[config.mk]
export PLATFORM = sky130hd
export DESIGN_NAME = up3down5_decoder
export DESIGN_NICKNAME = d
export VERILOG_FILES = /design/src/rtl/up3down5_pkg.sv /design/src/rtl/up3down5_expect.sv /design/src/rtl/up3down5_decoder.sv
export SDC_FILE = /design/constraint.sdc
export NUM_CORES = 1
export LEC_CHECK = 0
export BUFFER_PORTS_ARGS = -buffer_cell sky130_fd_sc_hd__buf_2
export CAP_MARGIN = 25
export CORE_ASPECT_RATIO = 2
export CORE_UTILIZATION = 45
export CTS_CLUSTER_DIAMETER = 60
export DETAILED_ROUTE_END_ITERATION = 8
export GPL_TIMING_DRIVEN = 0
export HOLD_SLACK_MARGIN = 0.05
export PLACE_DENSITY = 0.78
export SLEW_MARGIN = 25
export SYNTH_ARGS = -nofsm -noshare
export SYNTH_HDL_FRONTEND = slang
export SYNTH_SLANG_ARGS = --single-unit
export TNS_END_PERCENT = 30
[constraint.sdc]
create_clock -name clk -period 3.1 [get_ports clk]
set_input_delay 0.155 -clock clk [delete_from_list [all_inputs] [get_ports clk]]
set_output_delay 0.155 -clock clk [all_outputs]
set_load 0.01 [all_outputs]
[src/rtl/up3down5_pkg.sv]
// Shared constants, op encoding and state type for the up-3/down-5 counter decoder.
package up3down5_pkg;

    localparam int unsigned CNT_W    = 9;
    localparam int unsigned UP_STEP  = 3;
    localparam int unsigned DN_STEP  = 5;
    localparam int unsigned ERRCNT_W = 8;
    localparam int unsigned OP_W     = 2;

    // Op encoding is {up,down}
    localparam logic [OP_W-1:0] OP_LOAD = 2'b00;
    localparam logic [OP_W-1:0] OP_DOWN = 2'b01;
    localparam logic [OP_W-1:0] OP_UP   = 2'b10;
    localparam logic [OP_W-1:0] OP_HOLD = 2'b11;

    // An up step from prev at or above this value wraps past the top
    localparam logic [CNT_W-1:0] CAR_THRESH = CNT_W'((2 ** CNT_W) - UP_STEP);
    // A down step from prev at or below this value wraps past zero
    localparam logic [CNT_W-1:0] BOR_THRESH = CNT_W'(DN_STEP - 1);

    typedef enum logic [1:0] {
        ST_SYNC  = 2'd0,
        ST_TRACK = 2'd1,
        ST_ERR   = 2'd2
    } state_e;

endpackage

[src/rtl/up3down5_expect.sv]
// Expected next counter values, wrap flags and parity for the current sample.
module up3down5_expect
    import up3down5_pkg::*;
(
    input  logic [CNT_W-1:0] prev_i,
    input  logic [CNT_W-1:0] count_i,
    output logic [CNT_W-1:0] up_nxt_c,
    output logic [CNT_W-1:0] dn_nxt_c,
    output logic             ecar_c,
    output logic             ebor_c,
    output logic             exp_par_c
);

    // Modular step targets and the flags a legal step would raise
    always_comb begin
        up_nxt_c  = prev_i + CNT_W'(UP_STEP);
        dn_nxt_c  = prev_i - CNT_W'(DN_STEP);
        ecar_c    = (prev_i >= CAR_THRESH);
        ebor_c    = (prev_i <= BOR_THRESH);
        exp_par_c = ^count_i;
    end

endmodule

[src/rtl/up3down5_decoder.sv]
// Decodes observed counter samples into load/down/up/hold ops and flags errors.
module up3down5_decoder
    import up3down5_pkg::*;
(
    input  logic                clk,
    input  logic                reset,
    input  logic [CNT_W-1:0]    count_in,
    input  logic                parity_in,
    input  logic                carry_in,
    input  logic                borrow_in,
    input  logic                valid_in,
    output logic [OP_W-1:0]     op_out,
    output logic                op_valid,
    output logic                parity_err,
    output logic                seq_err,
    output logic [ERRCNT_W-1:0] err_count,
    output logic                synced
);

    state_e                state_q, state_d;
    logic [CNT_W-1:0]      prev_q, prev_d;
    logic [OP_W-1:0]       op_q, op_d;
    logic                  op_valid_q, op_valid_d;
    logic                  perr_q, perr_d;
    logic                  serr_q, serr_d;
    logic [ERRCNT_W-1:0]   errcnt_q, errcnt_d;
    logic                  synced_q;

    logic [CNT_W-1:0]      up_nxt_c, dn_nxt_c;
    logic                  ecar_c, ebor_c, exp_par_c;
    logic                  par_bad_c;
    logic                  hold_m_c, up_m_c, dn_m_c, load_m_c, any_m_c;

    up3down5_expect u_expect (
        .prev_i    (prev_q),
        .count_i   (count_in),
        .up_nxt_c  (up_nxt_c),
        .dn_nxt_c  (dn_nxt_c),
        .ecar_c    (ecar_c),
        .ebor_c    (ebor_c),
        .exp_par_c (exp_par_c)
    );

    // Candidate-op matches; priority is applied where they are consumed
    assign par_bad_c = (parity_in != exp_par_c);
    assign hold_m_c  = (count_in == prev_q)   && (carry_in == ecar_c) && (borrow_in == ebor_c);
    assign up_m_c    = (count_in == up_nxt_c) && (carry_in == ecar_c) && !borrow_in;
    assign dn_m_c    = (count_in == dn_nxt_c) && (borrow_in == ebor_c) && !carry_in;
    assign load_m_c  = !carry_in && !borrow_in;
    assign any_m_c   = hold_m_c || up_m_c || dn_m_c || load_m_c;

    // State register
    always_ff @(posedge clk) begin
        if (reset) begin
            state_q <= ST_SYNC;
        end else begin
            state_q <= state_d;
        end
    end

    // Next-state: SYNC and ERR both resync on the next good-parity sample
    always_comb begin
        state_d = state_q;
        if (valid_in) begin
            if (par_bad_c) begin
                state_d = ST_ERR;
            end else if (state_q == ST_TRACK) begin
                state_d = any_m_c ? ST_TRACK : ST_ERR;
            end else begin
                state_d = ST_TRACK;
            end
        end
    end

    // Output and datapath next values; pulses default low every cycle
    always_comb begin
        prev_d     = prev_q;
        op_d       = op_q;
        op_valid_d = 1'b0;
        perr_d     = 1'b0;
        serr_d     = 1'b0;
        errcnt_d   = errcnt_q;
        if (valid_in) begin
            if (par_bad_c) begin
                perr_d = 1'b1;
            end else begin
                prev_d = count_in;
                if (state_q == ST_TRACK) begin
                    if (hold_m_c) begin
                        op_valid_d = 1'b1;
                        op_d       = OP_HOLD;
                    end else if (up_m_c) begin
                        op_valid_d = 1'b1;
                        op_d       = OP_UP;
                    end else if (dn_m_c) begin
                        op_valid_d = 1'b1;
                        op_d       = OP_DOWN;
                    end else if (load_m_c) begin
                        op_valid_d = 1'b1;
                        op_d       = OP_LOAD;
                    end else begin
                        serr_d = 1'b1;
                    end
                end
            end
        end
        if ((perr_d || serr_d) && (errcnt_q != {ERRCNT_W{1'b1}})) begin
            errcnt_d = errcnt_q + ERRCNT_W'(1);
        end
    end

    // Datapath and output registers
    always_ff @(posedge clk) begin
        if (reset) begin
            prev_q     <= '0;
            op_q       <= OP_LOAD;
            op_valid_q <= 1'b0;
            perr_q     <= 1'b0;
            serr_q     <= 1'b0;
            errcnt_q   <= '0;
            synced_q   <= 1'b0;
        end else begin
            prev_q     <= prev_d;
            op_q       <= op_d;
            op_valid_q <= op_valid_d;
            perr_q     <= perr_d;
            serr_q     <= serr_d;
            errcnt_q   <= errcnt_d;
            synced_q   <= (state_d == ST_TRACK);
        end
    end

    assign op_out     = op_q;
    assign op_valid   = op_valid_q;
    assign parity_err = perr_q;
    assign seq_err    = serr_q;
    assign err_count  = errcnt_q;
    assign synced     = synced_q;

endmodule
* Word level (Yosys, flattened, before mapping)
Index checks and enable logic that the tools add are counted.
** Word-level totals
- Bits in registers :: 25
- Latch bits :: 0
- Bits in writable memories :: 0
- Bits in read-only memories :: 0
- Output and inout bits :: 14
- Memories :: 0
** Cells by class
- Add/subtract/negate cells :: 3
- $mul :: 0
- Div/mod/pow operators :: 0
- $lt $le $gt $ge :: 2
- Eq/ne operators :: 9
- Shift operators :: 0
- Muxes and demuxes :: 21
- Bitwise logic cells :: 3
- Reductions and logical operators :: 19
** Operators with widths (number)
- == test 9 bit :: 3
- two-way mux 2 bit :: 8
- two-way mux 1 bit :: 13
- adder 9 x 2 -> 9 bit (second input constant) :: 1
- greater-or-equal comparator 9 bit (second input constant) :: 1
- less-or-equal comparator 9 x 3 -> 1 bit (second input constant) :: 1
- parity 9 bit :: 1
- subtractor 9 x 3 -> 9 bit (second input constant) :: 1
- adder 8 x 1 -> 8 bit (second input constant) :: 1
- logical AND 1 bit :: 8
- != test 8 bit (second input constant) :: 1
- == test 2 x 1 -> 1 bit (second input constant) :: 2
- logical OR 1 bit :: 4
- AND reduction 4 bit :: 1
- nonzero test 4 bit :: 1
- OR reduction 4 bit :: 1
- inverter 1 bit :: 3
- == test 1 bit :: 2
- logical NOT 1 bit :: 2
- AND reduction 2 bit :: 1
- != test 1 bit :: 1

* Depth between registers and ports, before layout
- Word-level depth :: 12
- Depth in mapped cells :: 11

* Modules after synthesis
From an unflattened synthesis, not the netlist that was laid out.
** Unflattened totals
- Cells, all modules :: 233
- Area, all modules :: 1866.8 um^2
** Modules (own cells, without submodules)
- up3down5_decoder :: instances 1, cells each 182, area an instance 1480.2 um^2, sequential area each 500.5 um^2
- up3down5_expect :: instances 1, cells each 51, area an instance 386.6 um^2, sequential area each 0.0 um^2

* Worst setup path before layout
No wires, ideal clock.
- Path type :: register to register
- From :: register prev_q[0]
- To :: register errcnt_q[3] (netlist: err_count[3])
- Arrival :: 2644 ps
- Required time :: 2977 ps
- Path slack :: 333 ps
- Cell stages (with the launch flop) :: 10
- Period minus slack after synthesis :: 2767 ps
- Cell sequence :: dfxtp_1 > inv_1 > ha_1 > xnor3_1 > or3_1 > or3_1 > o41a_1 > o211ai_4 > a21oi_1 > mux2_1
** Between the ends
- Cells in the longest elaborated chain, start to end :: 12
- Elaborated cells on any way between the ends :: 23
- Classes of those cells :: 2 x add/sub; 2 x order compare; 5 x eq/ne; 6 x mux; 8 x reduce/logical
** Ends and longest elaborated chain
- start: declaration :: RTL line up3down5_decoder.sv:21 : logic [CNT_W-1:0] prev_q, prev_d;
- start signal: assignment :: RTL line up3down5_decoder.sv:123 : prev_q <= prev_d;
- subtractor 9 x 3 -> 9 bit or less-or-equal comparator 9 x 3 -> 1 bit (tied branches) :: RTL line up3down5_expect.sv:17, up3down5_expect.sv:19
- == test 9 bit or == test 1 bit (tied branches) :: RTL line up3down5_decoder.sv:48, up3down5_decoder.sv:46
- logical AND 1 bit (2 in series) :: RTL line up3down5_decoder.sv:48 : assign dn_m_c = (count_in == dn_nxt_c) && (borrow_in == ebor_c) && !carry_in;
- two-way mux 1 bit :: RTL line up3down5_decoder.sv:95 : end else if (dn_m_c) begin
- two-way mux 1 bit :: RTL line up3down5_decoder.sv:92 : end else if (up_m_c) begin
- two-way mux 1 bit * :: RTL line up3down5_decoder.sv:89 : if (hold_m_c) begin
- two-way mux 1 bit * :: RTL line up3down5_decoder.sv:88 : if (state_q == ST_TRACK) begin
- two-way mux 1 bit * :: RTL line up3down5_decoder.sv:84 : if (par_bad_c) begin
- two-way mux 1 bit * :: RTL line up3down5_decoder.sv:83 : if (valid_in) begin
- logical OR 1 bit * :: RTL line up3down5_decoder.sv:107 : if ((perr_d || serr_d) && (errcnt_q != {ERRCNT_W{1'b1}})) begin
- logical AND 1 bit * :: RTL line up3down5_decoder.sv:107
- end signal: assignment :: RTL line up3down5_decoder.sv:128 : errcnt_q <= errcnt_d;
- end: declaration :: RTL line up3down5_decoder.sv:26 : logic [ERRCNT_W-1:0] errcnt_q, errcnt_d;
Mark *: on every way between the ends. The rest lies on a longest branch, timed or not.
A chain may end at the register's enable or synchronous reset.

* Worst setup path in the final report
- From :: register prev_q[1]
- To :: register errcnt_q[3] (netlist: err_count[3])
The elaborated chain is that of the path after synthesis.

==> results_dict.tcl <==
set metrics [dict create \
    finalCriticalPeriod_ns 2.99 \
    cts_max_level 1 \
    vias_per_cell 5.69 \
    first_pass_iters 4 \
    ff2ff_setup_slack_ns 0.11 \
    hp-class "in -> reg" \
    globalRoute.totalOverflow 0 \
    critPathBufInv 1 \
    fp.dieW_um 47.0 \
    fp.coreArea_um2 3880 \
    synth_compound_gate_area_share 0.184 \
    hpwl_mm 3.35 \
    final_min_period_over_clock_period 0.963 \
    cp-end-kind "flop" \
    drt-initial-drc-count 42 \
    leakagePower_nw 0.819 \
    timing.hold.ws_ns 0.161 \
    grt_max_degree 14 \
    antenna_found_initial 0 \
    timing_max_transition_violations_final 0 \
    fin_nets 273 \
    post_synth_main_area_contributors "sky130_fd_sc_hd__dfxtp_1, sky130_fd_sc_hd__xnor2_1, sky130_fd_sc_hd__nor2_1" \
    timing.setup.critical_path_class "reg -> reg" \
    seqCellArea_um2 502 \
    ctsLongestPathBuffers 2 \
    port_buffers 24 \
    critPathArrivalTime_ns 3.16 \
    fmaxAchievable_ghz 0.335 \
    cts_tree "done" \
    postSynthRegisterBits 25 \
    dpl.cell_count 298 \
    synthArstFlopShare 0 \
    synth-xor-area-share 0.142 \
    synth_largest_area_cell "sky130_fd_sc_hd__dfxtp_1" \
    remaining_drc_errors 0 \
    crit_chain "inv_1, ha_1, xnor3_1, or3_1, or3_1, o41a_1, o211ai_4, a21oi_1, mux2_1" \
    synth_seq_area_share 0.274 \
    fin_skew_ns 0.00753 \
    netlist-cell-type-count 49 \
    synthSimpleGateAreaFrac 0.243 \
    antenna_left 0 \
    cpMostUsedCell "sky130_fd_sc_hd__or3_1" \
    synth.mux.area_fraction 0.0809 \
    post-synth-top-area-fraction 0.274 \
    routabilityCongestion 1.01 \
    timing.setup.tns_ns 0 \
    antenna_cells 0 \
    multi_input_logic_area_um2 1250 \
    rsz0062_at_grt "no" \
    synthesis.instances 223 \
    final-hold-violation-count 0 \
    syn_nets 242 \
    crit_start "prev_q[1]" \
    die_height_um 92.1 \
    wire_length_of_the_first_global_routing_pass_mm 6.53 \
    design.die.area_um2 4330 \
    ir_drop_v 0.000263 \
    grt_pass1_vias 1521 \
    wl_per_cell_um 14.2 \
    synth-adder-area-share 0.0274 \
    fraction_of_final_layout_cells_with_drive_strength_greater_than_1 0.150 \
    cts.hold.buffers_added 0 \
    routed-via-count 1731 \
    yosys_warnings 0 \
    placed_cell_area_um2 2010 \
    finish.utilization 0.536 \
    synth_edf_count 0 \
    worst_r2r_startpoint "prev_q[1]" \
    critPathSlowestCell "sky130_fd_sc_hd__o41a_1" \
    power_per_cell_area_nw_per_um2 480 \
    tritoncts.num_buffers 3 \
    max_cap_violations 0 \
    clk_root_buffer_cell "sky130_fd_sc_hd__clkbuf_8" \
    gr-usage-all-layers 0.203 \
    ios 29 \
    max_slew_headroom 0.595 \
    timing.critical_path.slowest_cell_delay_ns 0.50 \
    cts.clk_slew.worst_paths_ns 0.09 \
    avgSynthCellArea_um2 8.19 \
    clk-insertion-delay-late_ns 0.27 \
    worst_ep_required_ns 3.27 \
    timing.hold.worst.start "count_in[0]" \
    post_synth_instance_area_um2 1830 \
    run_status "finished, final reports clean" \
    syn2layout_area_growth_pct 14.1 \
    cp_max_fo 5 \
    stdcell_area_um2 2080 \
    final_cell_count_no_fill 304 \
    nFillCells 397 \
    row_count 32 \
    floorplan.initialDensity 0.470 \
    critical_path_startpoint_category "flop" \
    dominant_combinational_cell_family_by_area_after_synthesis "simple AND/OR/NAND/NOR gates" \
    timing.critical_path.max_delay_family "compound AO/OA/AOI/OAI gates" \
    worstMarginPinSlew_ns 0.602 \
    setup_violators_final 0 \
    tritoncts_num_sinks 25 \
    finalWirelength_mm 4.32 \
    ys_dominant_reg_cell "sky130_fd_sc_hd__dfxtp_1" \
]
[path summary, 6_finish.rpt]
kind,endpoint,depth (start not counted)
setup / recovery,err_count[3],9
setup reg to reg,err_count[3],9
hold / removal,prev_q[0],3
hold reg to reg,op_out[0],2
[cells in the mapped netlist, drive strengths merged, types with 5 or more instances]
cell / instances
mux2: 6
or3: 7
mux2i: 8
nor2: 27
a21oi: 13
xnor2: 26
nor2b: 10
inv: 7
and3: 6
o21ai: 5
dfxtp: 25
nor4: 6
nand3: 8
clkbuf: 13
[report_power, final]
group,switching [mW],total [mW],internal (mW)
clock network,0.107,0.199,0.0922
registers,0.0278,0.382,0.354
logic,0.239,0.418,0.179
[cell families after synthesis]
kind of cell               Yosys count
DFF                                 25
buffers and inverters               22
adders and majority gates            4
AOI/OAI and AO/OA                   46
and+or+nand+nor                     84
muxes                               14
xor gates and xnor gates            28
[worst reg2reg max path, stage by stage (launching register included)]
cell                       delay (ns)
sky130_fd_sc_hd__dfxtp_1         0.41
sky130_fd_sc_hd__inv_1           0.12
sky130_fd_sc_hd__ha_1            0.23
sky130_fd_sc_hd__xnor3_1         0.20
sky130_fd_sc_hd__or3_1           0.38
sky130_fd_sc_hd__or3_1           0.34
sky130_fd_sc_hd__o41a_1          0.50
sky130_fd_sc_hd__o211ai_4        0.26
sky130_fd_sc_hd__a21oi_1         0.13
sky130_fd_sc_hd__mux2_1          0.32
[layer usage]
layer | global-route usage | wire length [um]
met1 | 0.192 | 1620
met2 | 0.392 | 2410
met5 | 0 | 0
met4 | 0.0881 | 167
met3 | 0.0217 | 126
[per-stage QoR]
| step | setup WS (ns) | total power [mW] |
|---|---|---|
| after floorplan | 0.333 | 0.701 |
| after global placement | 0.0749 | 0.788 |
| after detailed placement | 0.0402 | 0.798 |
| after CTS | 0.0305 | 0.991 |
| after global routing | 0.00268 | 1.06 |
| final | 0.114 | 0.999 |
[cell usage in the layout, fill, tap and decap left out, types with 6 or more instances in the layout]
cell type                  instances
sky130_fd_sc_hd__a21oi_1          13
sky130_fd_sc_hd__and3_1            6
sky130_fd_sc_hd__buf_2            25
sky130_fd_sc_hd__clkbuf_1         12
sky130_fd_sc_hd__dfxtp_1          24
sky130_fd_sc_hd__inv_1             7
sky130_fd_sc_hd__mux2_1            6
sky130_fd_sc_hd__mux2i_1           8
sky130_fd_sc_hd__nand3_1           8
sky130_fd_sc_hd__nor2_1           27
sky130_fd_sc_hd__nor2b_1          10
sky130_fd_sc_hd__nor4_1            6
sky130_fd_sc_hd__or3_1             6
sky130_fd_sc_hd__xnor2_1          26
[registers in the layout, indices dropped and copies added (netlist names)]
| name | flops |
|---|---|
| err_count | 8 |
| op_out | 2 |
| op_valid | 1 |
| parity_err | 1 |
| prev_q | 9 |
| seq_err | 1 |
| state_q | 2 |
| synced | 1 |
[repair_timing]
action | 4_1_cts | 5_1_grt
gates resized for setup | 0 | 4
endpoints found under the setup margin | 0 | 7
buffers inserted | 0 | 1
hold endpoints to repair | 0 | 0
[area by class of cell]
class                           count  share of cell area
Inverter                            7              0.0126
Multi-Input combinational cell    177               0.602
Buffer                             15              0.0306
Sequential cell                    25               0.241
Clock buffer                        4              0.0216
Timing Repair Buffer               25              0.0613
Tap cell                           51              0.0306
Power figures use the tool's default switching activity.
